File: config.mk
export PLATFORM = sky130hd
export DESIGN_NAME = conv_frame_seq
export DESIGN_NICKNAME = d
export VERILOG_FILES = /design/src/rtl/conv_pkg.sv /design/src/rtl/conv_weight_bank.sv /design/src/rtl/conv_frame_seq.sv
export SDC_FILE = /design/constraint.sdc
export NUM_CORES = 1
export LEC_CHECK = 0
export BUFFER_PORTS_ARGS = -buffer_cell sky130_fd_sc_hd__buf_2
export CAP_MARGIN = 20
export CORE_UTILIZATION = 25
export DETAILED_ROUTE_END_ITERATION = 12
export PLACE_DENSITY = 0.47
export SLEW_MARGIN = 20
export SYNTH_ARGS = -nofsm -noshare
export SYNTH_HDL_FRONTEND = slang
export SYNTH_HIERARCHICAL = 1
export SYNTH_SLANG_ARGS = --single-unit
File: constraint.sdc
create_clock -name clk_i -period 6.75 [get_ports clk_i]
set_input_delay 1.35 -clock clk_i [delete_from_list [all_inputs] [get_ports clk_i]]
set_output_delay 1.35 -clock clk_i [all_outputs]
set_load 0.02 [all_outputs]
File: src/rtl/conv_pkg.sv
// conv_pkg: shared FSM state type, kernel/output sizing functions and weight vector type.
package conv_pkg;
   typedef enum logic [1:0] {IDLE = 2'd0, RUN = 2'd1, DRAIN = 2'd2, SWAP = 2'd3} state_t;
   localparam int DefKernelWidth = 3;
   localparam int DefWeightWidth = 2;
   function automatic int kernel_area(input int kernel_width);
      return kernel_width * kernel_width;
   endfunction
   function automatic int out_count(input int line_width, input int line_count, input int kernel_width);
      return (line_width - kernel_width + 1) * (line_count - kernel_width + 1);
   endfunction
   typedef logic [kernel_area(DefKernelWidth)*DefWeightWidth-1:0] weight_vec_t;
endpackage

File: src/rtl/conv_weight_bank.sv
// conv_weight_bank: shadow/active weight registers with an armed flag; the active bank
// is loaded from the shadow bank only on swap.
module conv_weight_bank #(
   parameter int KernelArea = 9,
   parameter int WeightWidth = 2,
   parameter int IdxWidth = 4
)(
   input  logic                            clk_i,
   input  logic                            rst_i,
   input  logic                            cfg_valid_i,
   output logic                            cfg_ready_o,
   input  logic [IdxWidth-1:0]             cfg_idx_i,
   input  logic [WeightWidth-1:0]          cfg_weight_i,
   input  logic                            cfg_last_i,
   input  logic                            swap_i,
   output logic                            armed_o,
   output logic [KernelArea*WeightWidth-1:0] weights_o
);
   logic [KernelArea*WeightWidth-1:0] shadow;
   logic fire;
   assign cfg_ready_o = ~armed_o;
   assign fire = cfg_valid_i && cfg_ready_o;
   // Out-of-range indices match no slot and are silently dropped.
   always_ff @(posedge clk_i) begin
      if (rst_i) begin
         shadow <= '0;
         weights_o <= '0;
         armed_o <= 1'b0;
      end else begin
         for (int i = 0; i < KernelArea; i++)
            if (fire && cfg_idx_i == IdxWidth'(i)) shadow[i*WeightWidth +: WeightWidth] <= cfg_weight_i;
         if (swap_i) weights_o <= shadow;
         armed_o <= swap_i ? 1'b0 : (armed_o || (fire && cfg_last_i));
      end
   end
endmodule

File: src/rtl/conv_frame_seq.sv
// conv_frame_seq: frame sequencer gating a pixel stream into a convolution engine and
// swapping kernel weights only between frames. CONV_SEQ_STATS_EN adds frame statistics.
module conv_frame_seq
   import conv_pkg::*;
#(
   parameter int LineWidthPx = 160,
   parameter int LineCountPx = 120,
   parameter int KernelWidth = 3,
   parameter int WeightWidth = 2,
   parameter int WidthIn = 1,
   localparam int KernelArea = kernel_area(KernelWidth),
   localparam int IdxWidth = KernelArea > 1 ? $clog2(KernelArea) : 1
)(
   input  logic                              clk_i,
   input  logic                              rst_i,
   input  logic                              cfg_valid_i,
   output logic                              cfg_ready_o,
   input  logic [IdxWidth-1:0]               cfg_idx_i,
   input  logic [WeightWidth-1:0]            cfg_weight_i,
   input  logic                              cfg_last_i,
   input  logic                              pix_valid_i,
   output logic                              pix_ready_o,
   input  logic [WidthIn-1:0]                pix_data_i,
   output logic                              conv_valid_o,
   input  logic                              conv_ready_i,
   output logic [WidthIn-1:0]                conv_data_o,
   input  logic                              conv_out_fire_i,
   output logic [KernelArea*WeightWidth-1:0] weights_o,
   output logic                              frame_done_o,
`ifdef CONV_SEQ_STATS_EN
   output logic [15:0]                       frame_count_o,
   output logic [15:0]                       drain_cycles_o,
`endif
   output logic [1:0]                        state_o
);
   localparam int InTotal = LineWidthPx * LineCountPx;
   localparam int OutTotal = out_count(LineWidthPx, LineCountPx, KernelWidth);
   localparam int InW = $clog2(InTotal + 1);
   localparam int OutW = OutTotal > 0 ? $clog2(OutTotal + 1) : 1;
   state_t state, state_nxt;
   logic armed, pix_fire, in_last, out_fire, frame_done;
   logic [InW-1:0] in_cnt;
   logic [OutW-1:0] out_cnt, out_cnt_inc;
   assign pix_fire = state == RUN && pix_valid_i && conv_ready_i;
   assign in_last = pix_fire && in_cnt == InW'(InTotal - 1);
   assign out_fire = conv_out_fire_i && (state == RUN || state == DRAIN);
   assign out_cnt_inc = out_cnt + OutW'(out_fire);
   assign frame_done = state == DRAIN && out_cnt_inc == OutW'(OutTotal);
   conv_weight_bank #(
      .KernelArea(KernelArea),
      .WeightWidth(WeightWidth),
      .IdxWidth(IdxWidth)
   ) u_bank (
      .clk_i(clk_i),
      .rst_i(rst_i),
      .cfg_valid_i(cfg_valid_i),
      .cfg_ready_o(cfg_ready_o),
      .cfg_idx_i(cfg_idx_i),
      .cfg_weight_i(cfg_weight_i),
      .cfg_last_i(cfg_last_i),
      .swap_i(state == SWAP),
      .armed_o(armed),
      .weights_o(weights_o)
   );
   always_ff @(posedge clk_i) begin
      if (rst_i) state <= IDLE;
      else state <= state_nxt;
   end
   // The registered armed flag decides at the frame boundary, so a set completing
   // in the same cycle waits for the next boundary.
   always_comb begin
      state_nxt = state == IDLE ? (armed ? SWAP : IDLE) :
                  state == SWAP ? RUN :
                  state == RUN ? (in_last ? DRAIN : RUN) :
                  frame_done ? (armed ? SWAP : RUN) : DRAIN;
   end
   always_comb begin
      pix_ready_o = state == RUN && conv_ready_i;
      conv_valid_o = state == RUN && pix_valid_i;
      conv_data_o = pix_data_i;
      frame_done_o = frame_done;
      state_o = state;
   end
   always_ff @(posedge clk_i) begin
      if (rst_i) begin
         in_cnt <= '0;
         out_cnt <= '0;
      end else begin
         in_cnt <= in_last ? '0 : in_cnt + InW'(pix_fire);
         out_cnt <= frame_done ? '0 : out_cnt_inc;
      end
   end
`ifdef CONV_SEQ_STATS_EN
   logic [15:0] drain_cnt, drain_cnt_nxt;
   assign drain_cnt_nxt = &drain_cnt ? drain_cnt : drain_cnt + 16'd1;
   always_ff @(posedge clk_i) begin
      if (rst_i) begin
         frame_count_o <= '0;
         drain_cycles_o <= '0;
         drain_cnt <= '0;
      end else begin
         if (frame_done) begin
            frame_count_o <= frame_count_o + 16'd1;
            drain_cycles_o <= drain_cnt_nxt;
         end
         drain_cnt <= frame_done ? '0 : state == DRAIN ? drain_cnt_nxt : drain_cnt;
      end
   end
`endif
endmodule

# Word-level counts from Yosys, hierarchy flattened
# Index checks and enable logic that the tools add are counted.
[totals] ff_bits=69
[classes] n_bitwise=1 n_mux=7 reduce_logical=24 eq_ne=13 add_sub_neg=2
[ops] op="$add 15x1->15" count=2
[ops] op="$eq 15x15->1 const B" count=2
[ops] op="$logic_and 1x1->1" count=17
[ops] op="$eq 4x3->1 const B" count=4
[ops] op="$mux 2" count=7
[ops] op="$eq 4x2->1 const B" count=2
[ops] op="$reduce_or 2->1" count=3
[ops] op="$eq 2x2->1 const B" count=2
[ops] op="$eq 4x1->1 const B" count=1
[ops] op="$eq 4x4->1 const B" count=1
[ops] op="$logic_not 4->1" count=1
[ops] op="$eq 2x1->1 const B" count=1
[ops] op="$logic_not 2->1" count=1
[ops] op="$logic_or 1x1->1" count=2
[ops] op="$not 1->1" count=1

# Depth between registers and ports, before layout
[logic_depth] word_depth=10 depth_mapped=13

# Cells and area by module
# The synthesis kept the hierarchy.
[by_module_without_submodules] module="conv_frame_seq" area_each_um2=1795.5 seq_area_each_um2=640.6 cells_each=203 n_inst=1
[by_module_without_submodules] module="conv_weight_bank" area_each_um2=1453.9 seq_area_each_um2=740.7 cells_each=137 n_inst=1

# Worst setup path before layout
# Ideal clock, no wire load.
[synth_path] kind="input -> output" from="input conv_out_fire_i" to="output frame_done_o" t_arrival_ps=3115 stages=8 setup_slack_ps=2285 cell_sequence="and2_1 -> ha_1 -> ha_1 -> nand3_1 -> nor4_4 -> xor2_1 -> o221ai_2 -> nor2_1"
[synth_between] elab_chain_cells=4
[synth_rtl] element="from (decl)" line="conv_frame_seq.sv:27" text="input logic conv_out_fire_i,"
[synth_rtl] element="$logic_and 1x1->1" line="conv_frame_seq.sv:46" text="assign out_fire = conv_out_fire_i && (state == RUN || state == DRAIN);"
[synth_rtl] element="$add 15x1->15" line="conv_frame_seq.sv:47" text="assign out_cnt_inc = out_cnt + OutW'(out_fire);"
[synth_rtl] element="$eq 15x15->1" line="conv_frame_seq.sv:48" text="assign frame_done = state == DRAIN && out_cnt_inc == OutW'(OutTotal);"
[synth_rtl] element="$logic_and 1x1->1" line="conv_frame_seq.sv:48"
[synth_rtl] element="to (decl)" line="conv_frame_seq.sv:29" text="output logic frame_done_o,"
# No other way between the ends.

# Final worst setup path
# Same ends and word-level chain as after synthesis.

==> impl_metrics.csv <==
group,metric,value,unit
place,post-dp-hpwl,4550,um
logic_synthesis,yosysWarningCount,6,
timing,worst_pin_slew,748,ps
min_path,whs_path_depth,2,
timing,final_hold_viol_count,0,
critical_path,worst-r2r-setup-slack,3530,ps
floorplan,die_y,116,um
global_routing,use_met2,16.5,%
logic_synthesis,ys_async_sr_fraction,0,%
clock_tree,numCtsBuffers,9,
clock_tree,tritoncts_clock_tree,"done",
power,power_dens_cells,256,mW/mm2
place,placedCellCount,530,
global_routing,grt_first_pass_wirelength,10900,um
global_routing,grt.total_usage,10.8,%
floorplan,die_w,116,um
logic_synthesis,ys_ff_latch,69,
cells_and_area,fill_cells,1365,
timing,setup_repair_after_global_routing_missed_its_margin,"no",
floorplan,std_cell_rows,41,
logic_synthesis,synthCells,340,
place,finalWeightedCongestion,0.725,
global_routing,pin_count_of_the_biggest_net_entering_global_routing,47,
cells_and_area,area_growth,17.2,%
cells_and_area,final_nets,391,
critical_path,crit_path_max_fanout,7,
timing,post-route-period-util,71.2,%
detailed_routing,drcViolationCount,0,
place,io_buffers,36,
detailed_routing,ant_nets,0,
clock_tree,clk_path_buf_depth,2,
clock_tree,clkLatencyLatePin,330,ps
timing,setup_violations,0,
logic_synthesis,post_synthesis_net_count,362,
min_path,worstHoldEndpoint,"u_bank/shadow[0]$_SDFFE_PP0P_",
min_path,timing.hold.worst.class,"flip-flop to flip-flop",
detailed_routing,routed_via_density,4.31,
critical_path,worst-r2r-cell-count,11,
logic_synthesis,avgSynthCellArea,9.56,um2
timing,final.setup.worst_slack,1950,ps
global_routing,grt-ovfl-total,0,
power,leakagePower,1.53,nW
critical_path,critPathCaptureType,"output port",
detailed_routing,dr_vias,2353,
global_routing,use_met1,13.4,%
cells_and_area,final_design_area_no_fill,0.00381,mm2
clock_tree,postCtsHoldBufs,0,
clock_tree,cts-resized-gates,0,
cells_and_area,antenna_cells_inserted,0,
critical_path,crit_path_start_kind,"primary input",
timing,fin_tns_setup,0,ps
cells_and_area,layout-drive-gt1-share,17.6,%
power,largest_voltage_drop_on_the_vdd_net,0.154,mV
status,outcome,"finished, final reports clean",
place,post-place-ws,1940,ps
critical_path,critical_path.reg2reg.startpoint,"state_o[0]$_SDFF_PP0_",
clock_tree,clock_tree.htree_level_count,3,
detailed_routing,drt-pass1-iter-count,4,
clock_tree,cts_root_buf,"sky130_fd_sc_hd__clkbuf_16",
floorplan,design.portCount,39,
place,post_dp_cell_area,0.00353,mm2
critical_path,crit_path_start,"conv_out_fire_i",
cells_and_area,post_layout_nonfiller_instances,546,
clock_tree,clock-sinks,69,
logic_synthesis,synth_ff_type,"sky130_fd_sc_hd__dfxtp_1",
critical_path,r2r-end,"out_cnt[4]$_SDFF_PP0_",
critical_path,timing_worst_setup_path_type,"primary input to output port",
critical_path,worst_ep_arrival_time,3450,ps
global_routing,grt_pass1_vias,2177,
clock_tree,post_cts_setup_buffer_count,0,
global_routing,antenna_violations_before_repair,0,
logic_synthesis,post_synth_edffs,0,
detailed_routing,routed_wl,6630,um
logic_synthesis,synth.distinct_cells,51,
detailed_routing,avgRoutedWirePerCell,12.1,um
detailed_routing,count_of_routing_violations_after_the_opening_detailed_route_iteration,90,
timing,final.min_clock_period,4800,ps
global_routing,grt-busiest-layer,"met2",
timing,clock_skew,7.83,ps
clock_tree,cts.clk_slew.worst_paths,60,ps
timing,slew_viol_final,0,
timing,timing.fmax,0.208,GHz
logic_synthesis,synth.cell_area,0.00325,mm2
global_routing,globalRouteMet3Util,3.97,%
timing,timing.max_slew.rel_slack,50.1,%
min_path,timing.hold.worst.start,"u_bank/shadow[0]$_SDFFE_PP0P_",
floorplan,die-area,0.0135,mm2
job,max-cap-violations,0,
floorplan,initial_core_util,25.6,%
floorplan,core_area,0.0127,mm2
critical_path,cp_data_required_time,5400,ps
logic_synthesis,seq_area_frac_synth,42.5,%
critical path: stages:
cell and delay [ps]:
sky130_fd_sc_hd__buf_2 70, sky130_fd_sc_hd__and2_1 110, sky130_fd_sc_hd__ha_1 260, sky130_fd_sc_hd__ha_1 320, sky130_fd_sc_hd__nand3_1 260, sky130_fd_sc_hd__nor4_4 280
sky130_fd_sc_hd__xor2_1 230, sky130_fd_sc_hd__o221ai_2 160, sky130_fd_sc_hd__nor2_1 200, sky130_fd_sc_hd__buf_2 200
report_power, final:
part           total, W  internal (W)  switching (W)
Combinational  0.000106     0.0000439      0.0000619
Clock          0.000442      0.000260       0.000182
Sequential     0.000428      0.000418      0.0000105
cells in the mapped netlist, drive strengths merged, types with 5 or more instances:
cell type	n	area, um2
a21oi	5	25.0
and4	7	62.6
buf	14	106
clkbuf	5	20.0
dfxtp	69	1380
ha	8	100
inv	10	37.5
mux2i	36	360
nand2	12	45.0
nand2b	21	131
nand3	15	75.1
nand4	10	83.8
nor2	56	215
nor4	6	52.6
xnor2	10	87.6
xor2	16	140
cells by family after synthesis:
kind of cell | Yosys count | synth area share, %
AOI/OAI and AO/OA | 19 | 4.58
xor gates and xnor gates | 26 | 7.01
adders and majority gates | 8 | 3.08
buffers and inverters | 29 | 5.04
DFF | 69 | 42.5
muxes | 36 | 11.1
and+or+nand+nor | 153 | 26.7
metal layers:
layer / vias to the layer above / wire length, um
li1: 1218 / -
met1: 1093 / 3200
met2: 37 / 3040
met3: 5 / 308
met4: 0 / 76
met5: - / 0
state kept, by name (all words and copies together), names as in the netlist:
signal	count
state_o	2
out_cnt	15
u_bank/weights_o	18
in_cnt	15
u_bank/armed_o	1
u_bank/shadow	18
per-stage QoR:
stage / utilization, % / hold slack [ps] / power (W)
after detailed placement: 27.8 / 469 / 0.000546
final: 30.1 / 475 / 0.000976
after global routing: 30.1 / 500 / 0.00103
after CTS: 30.1 / 479 / 0.000997
after floorplan: - / 448 / 0.000513
after global placement: 27.8 / 463 / 0.000547
layout make-up:
| cell class | instances | area [um2] | area share, % |
|---|---|---|---|
| Timing Repair Buffer | 37 | 188 | 4.93 |
| Sequential cell | 69 | 1380 | 36.3 |
| Multi-Input combinational cell | 242 | 1700 | 44.7 |
| Clock buffer | 10 | 239 | 6.27 |
| Clock inverter | 6 | 43.8 | 1.15 |
| Inverter | 10 | 37.5 | 0.986 |
| Tap cell | 172 | 215 | 5.65 |
how the worst max path moves through the flow:
stage,end,cells after the start
floorplan,frame_done_o,8
global placement,frame_done_o,10
detailed placement,frame_done_o,10
CTS,frame_done_o,10
global route,frame_done_o,10
finish,frame_done_o,10
cells in the final DEF, fill, tap and decap left out, types with 3 or more instances in the layout:
master	Yosys	final
sky130_fd_sc_hd__nor4_1	5	5
sky130_fd_sc_hd__mux2i_1	36	36
sky130_fd_sc_hd__nor2_1	54	54
sky130_fd_sc_hd__and2_1	4	4
sky130_fd_sc_hd__nor3b_1	3	3
sky130_fd_sc_hd__dfxtp_1	69	69
sky130_fd_sc_hd__clkbuf_16	0	9
sky130_fd_sc_hd__nand3_1	15	15
sky130_fd_sc_hd__xor2_1	16	16
sky130_fd_sc_hd__a21oi_1	5	5
sky130_fd_sc_hd__nand2_1	12	12
sky130_fd_sc_hd__ha_1	8	8
sky130_fd_sc_hd__buf_2	4	36
sky130_fd_sc_hd__nor2b_1	3	3
sky130_fd_sc_hd__and4_1	6	6
sky130_fd_sc_hd__nand2b_1	21	21
sky130_fd_sc_hd__inv_1	10	10
sky130_fd_sc_hd__nand4_1	8	8
sky130_fd_sc_hd__and3_1	4	4
sky130_fd_sc_hd__xnor2_1	10	10
(Power assumes the default switching activity.)
